==> src/rtl/wb_classic_uart.sv <==
// Wishbone classic (B3) slave with a UART and 16-entry RX/TX FIFOs, UART-lite register map.
// Offsets: 0x0 RX pop, 0x4 TX push, 0x8 status (clear-on-read errors), 0xC control (FIFO resets).

module wb_classic_uart_dly #(
    parameter int   STAGES  = 0,
    parameter logic RST_VAL = 1'b0
) (
    input  logic clk,
    input  logic rst,
    input  logic d,
    output logic q
);
    generate
        if (STAGES == 0) begin : g_pass
            logic unused_pass;
            assign unused_pass = clk ^ rst;
            assign q = d;
        end else begin : g_pipe
            logic [STAGES-1:0] stage_q;
            logic [STAGES-1:0] stage_d;

            always_comb begin
                stage_d[0] = d;
                for (int i = 1; i < STAGES; i++) stage_d[i] = stage_q[i-1];
            end

            // NOTE: state flops use <= so every flop samples pre-edge values, independent of block order.
            always_ff @(posedge clk) begin
                if (!rst) stage_q <= {STAGES{RST_VAL}};
                else      stage_q <= stage_d;
            end

            assign q = stage_q[STAGES-1];
        end
    endgenerate
endmodule

module wb_classic_uart_fifo #(
    parameter int WIDTH = 8,
    parameter int DEPTH = 16
) (
    input  logic             clk,
    input  logic             rst,
    input  logic             clr,
    input  logic             push,
    input  logic [WIDTH-1:0] wdata,
    input  logic             pop,
    output logic [WIDTH-1:0] rdata,
    output logic             full,
    output logic             empty
);
    localparam int AW = $clog2(DEPTH);
    localparam int CW = AW + 1;

    logic [AW-1:0]    wr_ptr_q, wr_ptr_d, rd_ptr_q, rd_ptr_d;
    logic [CW-1:0]    count_q, count_d;
    logic             full_q, full_d, empty_q, empty_d;
    logic             push_ok, pop_ok;
    logic [WIDTH-1:0] mem_q [DEPTH];

    // NOTE: every always_comb output gets a default first so no path leaves it unassigned (no latch).
    always_comb begin
        pop_ok   = pop && !empty_q;
        push_ok  = push && (!full_q || pop_ok);
        wr_ptr_d = wr_ptr_q + AW'(push_ok);
        rd_ptr_d = rd_ptr_q + AW'(pop_ok);
        count_d  = count_q + CW'(push_ok) - CW'(pop_ok);
        if (clr) begin
            wr_ptr_d = '0;
            rd_ptr_d = '0;
            count_d  = '0;
        end
        full_d  = (count_d == CW'(DEPTH));
        empty_d = (count_d == '0);
    end

    always_ff @(posedge clk) begin
        if (!rst) begin
            wr_ptr_q <= '0;
            rd_ptr_q <= '0;
            count_q  <= '0;
            full_q   <= 1'b0;
            empty_q  <= 1'b1;
        end else begin
            wr_ptr_q <= wr_ptr_d;
            rd_ptr_q <= rd_ptr_d;
            count_q  <= count_d;
            full_q   <= full_d;
            empty_q  <= empty_d;
        end
    end

    // NOTE: storage has no reset; the pointers and count alone define which entries are valid.
    always_ff @(posedge clk) begin
        if (push_ok && !clr) mem_q[wr_ptr_q] <= wdata;
    end

    assign rdata = mem_q[rd_ptr_q];
    assign full  = full_q;
    assign empty = empty_q;
endmodule

module wb_classic_uart #(
    parameter int BAUD_CLOCK_SPEED = 2000000,
    parameter int BAUD_RATE        = 115200,
    parameter int PARITY_ENA       = 0,
    parameter int PARITY_TYPE      = 0,
    parameter int STOP_BITS        = 1,
    parameter int DATA_BITS        = 8,
    parameter int RX_DELAY         = 0,
    parameter int RX_BAUD_DELAY    = 0,
    parameter int TX_DELAY         = 0,
    parameter int TX_BAUD_DELAY    = 0
) (
    input  logic        clk,
    input  logic        rst,
    input  logic        s_wb_cyc,
    input  logic        s_wb_stb,
    input  logic        s_wb_we,
    input  logic [15:0] s_wb_addr,
    input  logic [31:0] s_wb_data_i,
    input  logic [3:0]  s_wb_sel,
    output logic        s_wb_ack,
    output logic [31:0] s_wb_data_o,
    output logic        tx,
    input  logic        rx,
    output logic        rts,
    input  logic        cts
);
    localparam int BIT_PERIOD  = BAUD_CLOCK_SPEED / BAUD_RATE;
    localparam int HALF_PERIOD = BIT_PERIOD / 2;
    localparam int DB          = DATA_BITS;

    typedef enum logic [2:0] {S_IDLE, S_START, S_DATA, S_PARITY, S_STOP} frame_state_e;

    logic          ack_q, ack_d;
    logic [31:0]   dat_q, dat_d;
    logic [1:0]    ctrl_q, ctrl_d;
    logic          overrun_q, overrun_d, frame_q, frame_d, parity_q, parity_d;
    logic          req, status_rd;
    logic [31:0]   status;

    logic          tx_push, tx_full, tx_empty, tx_launch;
    logic [DB-1:0] tx_rdata;
    logic          rx_push, rx_pop, rx_full, rx_empty;
    logic [DB-1:0] rx_rdata;

    frame_state_e  tx_state_q, tx_state_d;
    logic [15:0]   tx_cnt_q, tx_cnt_d;
    logic [2:0]    tx_bit_q, tx_bit_d;
    logic          tx_stop_q, tx_stop_d, tx_par_q, tx_par_d, tx_line_q, tx_line_d;
    logic [DB-1:0] tx_shift_q, tx_shift_d;
    logic          tx_tick_raw, tx_tick;

    logic          rx_meta_q, rx_meta_d, rx_sync_q, rx_sync_d, rx_prev_q, rx_prev_d, rx_in;
    frame_state_e  rx_state_q, rx_state_d;
    logic [15:0]   rx_cnt_q, rx_cnt_d;
    logic [2:0]    rx_bit_q, rx_bit_d;
    logic          rx_par_bad_q, rx_par_bad_d;
    logic [DB-1:0] rx_shift_q, rx_shift_d;
    logic          rx_tick_raw, rx_tick;

    logic unused_bits;
    assign unused_bits = ^{s_wb_sel, s_wb_addr[15:4], s_wb_addr[1:0], s_wb_data_i};

    wb_classic_uart_fifo #(.WIDTH(DB), .DEPTH(16)) u_tx_fifo (
        .clk(clk), .rst(rst), .clr(ctrl_q[0]), .push(tx_push), .wdata(s_wb_data_i[DB-1:0]),
        .pop(tx_launch), .rdata(tx_rdata), .full(tx_full), .empty(tx_empty)
    );

    wb_classic_uart_fifo #(.WIDTH(DB), .DEPTH(16)) u_rx_fifo (
        .clk(clk), .rst(rst), .clr(ctrl_q[1]), .push(rx_push), .wdata(rx_shift_q),
        .pop(rx_pop), .rdata(rx_rdata), .full(rx_full), .empty(rx_empty)
    );

    assign tx_tick_raw = (tx_state_q != S_IDLE) && (tx_cnt_q == 16'(BIT_PERIOD - 1));
    assign rx_tick_raw = (rx_state_q == S_START) ? (rx_cnt_q == 16'(HALF_PERIOD - 1))
                       : ((rx_state_q != S_IDLE) && (rx_cnt_q == 16'(BIT_PERIOD - 1)));

    wb_classic_uart_dly #(.STAGES(TX_BAUD_DELAY), .RST_VAL(1'b0)) u_tx_tick (
        .clk(clk), .rst(rst), .d(tx_tick_raw), .q(tx_tick));
    wb_classic_uart_dly #(.STAGES(RX_BAUD_DELAY), .RST_VAL(1'b0)) u_rx_tick (
        .clk(clk), .rst(rst), .d(rx_tick_raw), .q(rx_tick));
    wb_classic_uart_dly #(.STAGES(RX_DELAY), .RST_VAL(1'b1)) u_rx_dly (
        .clk(clk), .rst(rst), .d(rx_sync_q), .q(rx_in));
    wb_classic_uart_dly #(.STAGES(TX_DELAY), .RST_VAL(1'b1)) u_tx_dly (
        .clk(clk), .rst(rst), .d(tx_line_q), .q(tx));

    assign status = {24'd0, parity_q, frame_q, overrun_q, 1'b0, tx_full, tx_empty, rx_full, !rx_empty};

    // Side effects happen on the request edge; control resets are held one cycle so they land after ack.
    always_comb begin
        req       = s_wb_cyc && s_wb_stb && !ack_q;
        ack_d     = req;
        dat_d     = '0;
        ctrl_d    = '0;
        rx_pop    = 1'b0;
        tx_push   = 1'b0;
        status_rd = 1'b0;
        if (req) begin
            case (s_wb_addr[3:2])
                2'd0: if (!s_wb_we && !rx_empty) begin
                    rx_pop = 1'b1;
                    dat_d  = 32'(rx_rdata);
                end
                2'd1: tx_push = s_wb_we;
                2'd2: if (!s_wb_we) begin
                    status_rd = 1'b1;
                    dat_d     = status;
                end
                default: if (s_wb_we) ctrl_d = s_wb_data_i[1:0];
            endcase
        end
        overrun_d = (overrun_q && !status_rd) || (rx_push && rx_full && !rx_pop);
        frame_d   = (frame_q && !status_rd) || (rx_push && !rx_in);
        parity_d  = (parity_q && !status_rd) || (rx_push && rx_par_bad_q);
    end

    always_comb begin
        tx_state_d = tx_state_q;
        tx_cnt_d   = (tx_state_q == S_IDLE || tx_tick_raw) ? 16'd0 : tx_cnt_q + 16'd1;
        tx_bit_d   = tx_bit_q;
        tx_stop_d  = tx_stop_q;
        tx_shift_d = tx_shift_q;
        tx_par_d   = tx_par_q;
        tx_line_d  = tx_line_q;
        tx_launch  = 1'b0;
        case (tx_state_q)
            S_IDLE: begin
                tx_line_d = 1'b1;
                tx_launch = !tx_empty && cts;
            end
            S_START: if (tx_tick) begin
                tx_state_d = S_DATA;
                tx_bit_d   = '0;
                tx_line_d  = tx_shift_q[0];
            end
            S_DATA: if (tx_tick) begin
                if (tx_bit_q == 3'(DB - 1)) begin
                    tx_state_d = (PARITY_ENA != 0) ? S_PARITY : S_STOP;
                    tx_line_d  = (PARITY_ENA != 0) ? tx_par_q : 1'b1;
                    tx_stop_d  = 1'b0;
                end else begin
                    tx_bit_d   = tx_bit_q + 3'd1;
                    tx_shift_d = tx_shift_q >> 1;
                    tx_line_d  = tx_shift_q[1];
                end
            end
            S_PARITY: if (tx_tick) begin
                tx_state_d = S_STOP;
                tx_line_d  = 1'b1;
                tx_stop_d  = 1'b0;
            end
            S_STOP: if (tx_tick) begin
                if (tx_stop_q == 1'(STOP_BITS - 1)) begin
                    tx_state_d = S_IDLE;
                    tx_line_d  = 1'b1;
                    tx_launch  = !tx_empty && cts;
                end else begin
                    tx_stop_d = 1'b1;
                end
            end
            default: tx_state_d = S_IDLE;
        endcase
        if (tx_launch) begin
            tx_state_d = S_START;
            tx_cnt_d   = '0;
            tx_shift_d = tx_rdata;
            tx_par_d   = (^tx_rdata) ^ (PARITY_TYPE != 0);
            tx_line_d  = 1'b0;
        end
    end

    always_comb begin
        rx_meta_d    = rx;
        rx_sync_d    = rx_meta_q;
        rx_prev_d    = rx_in;
        rx_state_d   = rx_state_q;
        rx_cnt_d     = (rx_state_q == S_IDLE || rx_tick_raw) ? 16'd0 : rx_cnt_q + 16'd1;
        rx_bit_d     = rx_bit_q;
        rx_shift_d   = rx_shift_q;
        rx_par_bad_d = rx_par_bad_q;
        rx_push      = 1'b0;
        case (rx_state_q)
            S_IDLE: if (rx_prev_q && !rx_in) begin
                rx_state_d   = S_START;
                rx_par_bad_d = 1'b0;
            end
            S_START: if (rx_tick) begin
                rx_state_d = rx_in ? S_IDLE : S_DATA;
                rx_bit_d   = '0;
            end
            S_DATA: if (rx_tick) begin
                rx_shift_d = {rx_in, rx_shift_q[DB-1:1]};
                if (rx_bit_q == 3'(DB - 1)) rx_state_d = (PARITY_ENA != 0) ? S_PARITY : S_STOP;
                else                        rx_bit_d   = rx_bit_q + 3'd1;
            end
            S_PARITY: if (rx_tick) begin
                rx_par_bad_d = rx_in ^ (^rx_shift_q) ^ (PARITY_TYPE != 0);
                rx_state_d   = S_STOP;
            end
            S_STOP: if (rx_tick) begin
                rx_push    = 1'b1;
                rx_state_d = S_IDLE;
            end
            default: rx_state_d = S_IDLE;
        endcase
    end

    always_ff @(posedge clk) begin
        if (!rst) begin
            ack_q        <= 1'b0;
            dat_q        <= '0;
            ctrl_q       <= '0;
            overrun_q    <= 1'b0;
            frame_q      <= 1'b0;
            parity_q     <= 1'b0;
            tx_state_q   <= S_IDLE;
            tx_cnt_q     <= '0;
            tx_bit_q     <= '0;
            tx_stop_q    <= 1'b0;
            tx_shift_q   <= '0;
            tx_par_q     <= 1'b0;
            tx_line_q    <= 1'b1;
            rx_meta_q    <= 1'b1;
            rx_sync_q    <= 1'b1;
            rx_prev_q    <= 1'b1;
            rx_state_q   <= S_IDLE;
            rx_cnt_q     <= '0;
            rx_bit_q     <= '0;
            rx_shift_q   <= '0;
            rx_par_bad_q <= 1'b0;
        end else begin
            ack_q        <= ack_d;
            dat_q        <= dat_d;
            ctrl_q       <= ctrl_d;
            overrun_q    <= overrun_d;
            frame_q      <= frame_d;
            parity_q     <= parity_d;
            tx_state_q   <= tx_state_d;
            tx_cnt_q     <= tx_cnt_d;
            tx_bit_q     <= tx_bit_d;
            tx_stop_q    <= tx_stop_d;
            tx_shift_q   <= tx_shift_d;
            tx_par_q     <= tx_par_d;
            tx_line_q    <= tx_line_d;
            rx_meta_q    <= rx_meta_d;
            rx_sync_q    <= rx_sync_d;
            rx_prev_q    <= rx_prev_d;
            rx_state_q   <= rx_state_d;
            rx_cnt_q     <= rx_cnt_d;
            rx_bit_q     <= rx_bit_d;
            rx_shift_q   <= rx_shift_d;
            rx_par_bad_q <= rx_par_bad_d;
        end
    end

    assign s_wb_ack    = ack_q;
    assign s_wb_data_o = dat_q;
    assign rts         = !rx_full;
endmodule

==> config.mk <==
export PLATFORM = sky130hd
export DESIGN_NAME = wb_classic_uart
export DESIGN_NICKNAME = d
export VERILOG_FILES = /design/src/rtl/wb_classic_uart.sv
export SDC_FILE = /design/constraint.sdc
export NUM_CORES = 1
export LEC_CHECK = 0
export CELL_PAD_IN_SITES_DETAIL_PLACEMENT = 1
export CELL_PAD_IN_SITES_GLOBAL_PLACEMENT = 1
export CORE_ASPECT_RATIO = 1.4
export CORE_MARGIN = 2
export CORE_UTILIZATION = 52
export CTS_BUF_LIST = sky130_fd_sc_hd__clkbuf_8
export DETAILED_ROUTE_END_ITERATION = 8
export GPL_TIMING_DRIVEN = 1
export PLACE_DENSITY_LB_ADDON = 0.1
export SYNTH_ARGS = -nofsm -noshare
export SYNTH_HDL_FRONTEND = slang
export SYNTH_SLANG_ARGS = --single-unit
export TNS_END_PERCENT = 100
==> constraint.sdc <==
create_clock -name clk -period 3.3 [get_ports clk]
set_input_delay 0.33 -clock clk [delete_from_list [all_inputs] [get_ports clk]]
set_output_delay 0.33 -clock clk [all_outputs]
set_load 0.02 [all_outputs]
# Word-level counts from Yosys, hierarchy flattened
# Memory sizes are Yosys's and may differ from the RTL's. A register that Yosys moved wholly into a read port is not among the register bits.
# Index checks and enable logic that the tools add are counted.
[word_totals]
elab_cells = 228
regBits = 134
ram_bits = 256
inputBits = 59
mem_count = 2
[classes]
n_bitwise = 5
n_reduce_logical = 70
n_eq_ne = 39
addsub = 12
n_mux = 69
[mem_list]
columns = ["memory", "words", "word_bits", "read_ports", "rd_ports_with_merged_regs", "write_ports", "line", "text"]
rows = [
  ["u_rx_fifo.mem_q", 16, 8, 1, 1, 1, "59", "logic [WIDTH-1:0] mem_q [DEPTH];"],
  ["u_tx_fifo.mem_q", 16, 8, 1, 1, 1, "59", ""],
]
[ops]
columns = ["op", "count"]
rows = [
  ["3-bit 2-to-1 mux", 17],
  ["8-bit 2-to-1 mux", 6],
  ["16-bit by 1-bit adder with 16-bit output (second input constant)", 2],
  ["16-bit by 5-bit == test with 1-bit output (second input constant)", 2],
  ["1-bit 2-to-1 mux", 32],
  ["3-bit one-hot mux with 5 select lines", 2],
  ["2-bit != test (second input constant)", 13],
  ["1-bit logical AND", 20],
  ["3-bit by 2-bit != test with 1-bit output (second input constant)", 6],
  ["4-bit by 1-bit adder with 4-bit output", 4],
  ["16-bit by 3-bit == test with 1-bit output (second input constant)", 1],
  ["8-bit one-hot mux with 2 select lines", 1],
  ["7-bit AND reduction", 2],
  ["3-bit by 2-bit == test with 1-bit output (second input constant)", 4],
  ["3-bit == test (second input constant)", 4],
  ["3-bit one-hot mux with 2 select lines", 2],
  ["6-bit AND reduction", 2],
  ["1-bit logical NOT", 11],
  ["5-bit by 1-bit adder with 5-bit output", 2],
  ["5-bit == test (second input constant)", 2],
  ["5-bit logical NOT", 2],
  ["5-bit 2-to-1 mux", 2],
  ["2-bit nonzero test", 5],
  ["5-bit by 1-bit subtractor with 5-bit output", 2],
  ["25 further kinds", 49],
]

# Longest topological paths before layout
[depth]
ltp_word = 12
ltp_mapped = 17

# Modules after synthesis
# Synthesis repeated with hierarchy kept, for this count alone.
[hier_totals]
cells_unflattened = 1027
area_unflattened_um2 = 15353.5
[by_module_without_submodules]
columns = ["mod", "cells_per_inst", "seq_area_each_um2", "area_per_inst_um2", "instances"]
rows = [
  ["wb_classic_uart_fifo (u_rx_fifo)", 297, 4144.0, 5749.3, 1],
  ["wb_classic_uart_fifo (u_tx_fifo)", 297, 4144.0, 5748.0, 1],
  ["wb_classic_uart", 429, 1581.5, 3826.2, 1],
  ["wb_classic_uart_dly", 1, 0.0, 7.5, 4],
]

# Worst setup path before layout
# OpenSTA, ideal clock, no wires.
[synth_timing]
path_kind = "flip-flop to flip-flop"
startpoint = "register tx_cnt_q[0]"
endpoint = "register u_tx_fifo.empty_q, in the netlist u_tx_fifo.empty"
path_slack_ns = 0.479
period_less_slack_ns = 2.821
path_stages_with_launch = 17
setup_ns = 0.133
t_arrival_ns = 2.688
t_required_ns = 3.167
path_cell_list = "dfxtp_1 inv_1 ha_1 and4bb_1 nand4_2 a21oi_4 clkbuf_1 xor2_1 ha_1 inv_1 fa_1 inv_1 a21o_1 a21oi_1 xnor2_1 nor2_1 a21oi_1"
[synth_via]
elab_chain_cells = 11
[synth_lines]
columns = ["item", "line", "text"]
rows = [
  ["start: declaration", "149", "logic [15:0] tx_cnt_q, tx_cnt_d;"],
  ["start signal: assignment", "341", "tx_cnt_q <= tx_cnt_d;"],
  ["16-bit by 5-bit == test with 1-bit output (*)", "176", "assign tx_tick_raw = (tx_state_q != S_IDLE) && (tx_cnt_q == 16'(BIT_PERIOD - 1));"],
  ["1-bit logical AND (*)", "176", ""],
  ["1-bit 2-to-1 mux (*)", "254", "S_STOP: if (tx_tick) begin"],
  ["1-bit one-hot mux with 2 select lines (*)", "228", "case (tx_state_q)"],
  ["1-bit logical AND (*)", "63", "pop_ok = pop && !empty_q;"],
  ["1-bit logical OR", "64", "push_ok = push && (!full_q || pop_ok);"],
  ["1-bit logical AND", "64", ""],
  ["5-bit by 1-bit adder with 5-bit output", "67", "count_d = count_q + CW'(push_ok) - CW'(pop_ok);"],
  ["5-bit by 1-bit subtractor with 5-bit output (*)", "67", ""],
  ["5-bit 2-to-1 mux (*)", "68", "if (clr) begin"],
  ["5-bit logical NOT (*)", "74", "empty_d = (count_d == '0);"],
  ["end signal: assignment", "89", "empty_q <= empty_d;"],
  ["end: declaration", "57", "logic full_q, full_d, empty_q, empty_d;"],
]
# Mark *: on every way between the ends. The rest lies on a longest branch, timed or not.
# A chain may end at the register's enable or synchronous reset.

# Worst setup path after layout
[layout_timing]
startpoint = "register tx_state_q[0]"
endpoint = "register u_tx_fifo.empty_q, in the netlist u_tx_fifo.empty"
[layout_via]
elab_chain_cells = 11
elab_cells_between_ends = 13
cone_classes = "add/sub: 2; eq/ne: 1; mux: 3; reduce/logical: 7"
[layout_lines]
columns = ["item", "line", "text"]
rows = [
  ["start: declaration", "148", "frame_state_e tx_state_q, tx_state_d;"],
  ["start signal: assignment", "340", "tx_state_q <= tx_state_d;"],
  ["3-bit nonzero test", "176", ""],
  ["1-bit logical AND", "176", ""],
  ["1-bit 2-to-1 mux", "254", ""],
  ["1-bit one-hot mux with 2 select lines (*)", "228", ""],
  ["1-bit logical AND (*)", "63", ""],
  ["1-bit logical OR", "64", ""],
  ["1-bit logical AND", "64", ""],
  ["5-bit by 1-bit adder with 5-bit output", "67", ""],
  ["5-bit by 1-bit subtractor with 5-bit output (*)", "67", ""],
  ["5-bit 2-to-1 mux (*)", "68", ""],
  ["5-bit logical NOT (*)", "74", ""],
]
# Marks and branches as above.

==> flow_metrics.py <==
metrics = {
    "logic_synthesis": {
        "synth_edf_count": 256,
        "synthDistinctLibCells": 71,
        "synthFlopType": "edfxtp_1",
        "ys_warn_count": 0,
        "async_flop_share_pct": 0,
        "synth-seq-cells": 365,
        "syn_avg_cell_area_sq_um": 15.1,
        "yosysSeqAreaShare_pct": 65.3,
        "synth_cells": 1001,
        "syn_area_sq_um": 15100,
    },
    "worst_hold_path": {
        "hold_class": "primary input to flop",
        "hp-start": "rst",
    },
    "clock_tree": {
        "cts.path.max_buffers": 3,
        "htree_levels": 2,
        "tritoncts": "yes",
        "cts_made_buffers": 55,
        "cts_sinks": 365,
        "cts_setup_buffers": 0,
        "clockRootBuffer": "clkbuf_8",
        "cts_hold_buf": 0,
        "path_clk_slew_ps": 60,
        "cts_resized": 0,
        "clkLatencyLatePin_ps": 600,
    },
    "cells_and_area": {
        "area_growth_pct": 12.9,
        "nets": 1187,
        "drive_gt1_share_pct": 20.3,
        "final_core_util_pct": 59.9,
        "antenna_cells": 0,
    },
    "routing": {
        "drt_iter0_drc": 424,
        "drtAntennaViolNets": 0,
        "vias": 8500,
        "routed_via_density": 5.59,
        "drc": 0,
        "dr.pass1.iters": 4,
        "post_drt_wl_per_cell_um": 21.5,
        "wirelength_um": 32700,
    },
    "timing": {
        "worst_slew_pin_slew_ps": 870,
        "worst_slack_ps": 378,
        "rsz0062_at_grt": "false",
        "fin_crit_sh_pct": 88.6,
        "finalSetupTns_ps": 0,
        "setup_violations": 0,
        "clock.fmax_ghz": 0.342,
        "hold_slack_ps": 281,
        "clock_skew_ps": 22.9,
        "relSlewSlack_pct": 41.9,
        "drv_slew": 0,
        "min_period_ps": 2920,
        "final-hold-violation-count": 0,
    },
    "floorplan": {
        "start_util_pct": 53.1,
        "dieWidth_um": 148,
        "die_h_um": 206,
        "rows": 73,
        "io_pins": 94,
        "die_area_sq_um": 30500,
        "core_sq_um": 28500,
    },
    "pwr": {
        "ir_worst_vdd_mv": 0.434,
        "p_per_area_nw_per_um2": 558,
        "p_leak_nw": 5.82,
        "power_frac_seq_pct": 53.2,
        "comb_power_share_pct": 10.1,
        "clockPowerShare_pct": 36.7,
        "internal_power_mw": 7.21,
        "p_switching_mw": 2.31,
        "switching_share_pct": 24.2,
    },
    "critical_path": {
        "reg2reg_to": "u_tx_fifo.empty$_SDFF_PN1_",
        "crit_end": "u_tx_fifo.empty$_SDFF_PN1_",
        "crit_path_start_kind": "flop",
        "end_kind": "flop",
        "r2r_start": "tx_state_q[0]$_SDFFE_PN0P_",
        "cp_max_fo": 9,
        "arrival_ps": 3380,
        "critPathRequiredTime_ps": 3760,
        "worstRegToRegCells": 11,
        "cp-startpoint": "tx_state_q[0]$_SDFFE_PN0P_",
        "r2r_setup_slack_ps": 380,
        "critPathKind": "flop to flop",
    },
    "placement": {
        "place_congestion": 0.800,
        "dp_slack_ps": -20.4,
        "hpwl_um": 22600,
        "numPortBuffers": 27,
    },
    "grt": {
        "grt_max_degree": 34,
        "antenna_found_initial": 0,
        "grt_use_total_pct": 22.4,
        "grt_pass1_vias": 9314,
        "grt_pass1_wl_um": 51900,
        "gr-total-overflow": 0,
    },
    "job": {
        "drv_cap": 0,
    },
    "outcome": {
        "status": "finished, final reports clean",
    },
}
[final cells by class]
class	count	area [sq um]
clock buffers	59	812
multi-input cells	559	4850
fillers	2751	11400
well taps	375	469
repair buffers	83	711
clock inverters	44	229
inverters	35	131
flip-flops and latches	365	9870
[sequential cells by signal, indices dropped and copies added (netlist names), 5 cells and up]
| name | flops |
|---|---|
| u_rx_fifo.mem_q | 128 |
| u_tx_fifo.mem_q | 128 |
| rx_cnt_q | 16 |
| tx_cnt_q | 16 |
| rx_shift_q | 8 |
| s_wb_data_o | 8 |
| tx_shift_q | 8 |
| u_rx_fifo.count_q | 5 |
| u_tx_fifo.count_q | 5 |
[power by group through the flow]
| stage | clock (mW) | sequential [mW] | combinational (mW) |
|---|---|---|---|
| final | 3.50 | 5.06 | 0.958 |
| after global routing | 3.79 | 5.08 | 1.05 |
| after CTS | 3.60 | 5.07 | 0.976 |
| after detailed placement | 0 | 5.16 | 0.970 |
| after global placement | 0 | 5.16 | 0.947 |
| after floorplan | 0 | 5.11 | 0.759 |
[how the worst min path moves through the flow]
stage                     cells after the start              endpoint
after floorplan                               1  rx_sync_q$_SDFF_PN1_
after global placement                        1  rx_sync_q$_SDFF_PN1_
after detailed placement                      1  rx_sync_q$_SDFF_PN1_
after CTS                                     2  rx_meta_q$_SDFF_PN1_
after global routing                          2  rx_meta_q$_SDFF_PN1_
final                                         2  rx_meta_q$_SDFF_PN1_
[metal layers]
| metal | GRT usage, % | wire [um] | up-vias |
|---|---|---|---|
| met3 | 3.55 | 965 | 68 |
| met1 | 25.4 | 12600 | 4323 |
| met4 | 10.8 | 1280 | 0 |
| li1 | - | - | 3961 |
| met2 | 41.1 | 17900 | 148 |
| met5 | 0 | 0 | - |
[critical path, cell delays in order, from the launching register on]
cell       delay, ps
dfxtp_1          380
nor2_1           340
nand3b_1         220
a21oi_4          300
o2111ai_4        180
inv_1            120
ha_1             170
inv_1             60
fa_1             400
xor2_1           190
a41oi_1          310
a21oi_1          110
[synth_stat cells, types with 3 or more instances]
| library cell | count | area (sq um) |
|---|---|---|
| edfxtp_1 | 256 | 7690 |
| mux2_4 | 7 | 105 |
| nand4_1 | 10 | 62.6 |
| ha_1 | 27 | 338 |
| buf_4 | 25 | 188 |
| nand3b_1 | 3 | 22.5 |
| a21boi_0 | 3 | 22.5 |
| xor2_1 | 28 | 245 |
| nor3_1 | 14 | 70.1 |
| clkbuf_1 | 25 | 93.8 |
| nand3_1 | 14 | 70.1 |
| mux2_2 | 16 | 180 |
| o22ai_1 | 8 | 50.1 |
| and3_1 | 6 | 37.5 |
| inv_1 | 34 | 128 |
| xnor2_1 | 23 | 201 |
| nand2_1 | 32 | 120 |
| mux2i_1 | 12 | 120 |
| o21ai_0 | 8 | 40.0 |
| a21oi_1 | 21 | 105 |
| a222oi_1 | 7 | 70.1 |
| nor2b_1 | 17 | 106 |
| and2_1 | 14 | 87.6 |
| o21ai_1 | 6 | 30.0 |
| mux4_2 | 63 | 1420 |
| a32o_1 | 6 | 60.1 |
| a21o_1 | 10 | 75.1 |
| o21a_1 | 3 | 22.5 |
| nand2b_1 | 14 | 87.6 |
| nor2_1 | 86 | 323 |
| dfxtp_1 | 109 | 2180 |
| or3_1 | 10 | 62.6 |
| buf_2 | 12 | 60.1 |
| nor4_1 | 20 | 125 |
[logic make-up (layout without fill, tap and decap cells)]
group	after synthesis	in the layout	synth area share, %
DFF	365	365	65.3
and+or+nand+nor	261	261	9.26
muxes	98	98	12.1
buffers and inverters	100	221	3.25
other	1	24	0.0248
xor gates and xnor gates	51	51	2.95
adders and majority gates	29	29	2.50
AOI/OAI and AO/OA	96	96	4.69
[placed cells by master (no fill, tap or decap), types with 12 or more instances in the layout]
cell type	Yosys	layout
a21oi_1	21	21
and2_1	14	14
buf_4	25	54
clkbuf_8	0	59
clkdlybuf4s50_1	0	26
conb_1	1	24
dfxtp_1	109	107
edfxtp_1	256	256
ha_1	27	27
inv_1	34	63
mux2_2	16	16
mux2i_1	12	12
mux4_2	63	63
nand2_1	32	32
nand2b_1	14	14
nand3_1	14	14
nor2_1	86	86
nor2b_1	17	17
nor3_1	14	14
nor4_1	20	20
xnor2_1	23	23
xor2_1	28	28
[through the flow]
| stage | instance area, sq um | power [mW] | instances |
|---|---|---|---|
| 3_5_place_dp | 16000 | 6.13 | 1417 |
| 3_3_place_gp | 16000 | 6.11 | 1417 |
| 4_1_cts | 17100 | 9.64 | 1520 |
| 6_report | 17100 | 9.52 | 1520 |
| 5_1_grt | 17100 | 9.92 | 1520 |
| 2_1_floorplan | 15200 | 5.87 | 1024 |
(Power assumes the default switching activity.)
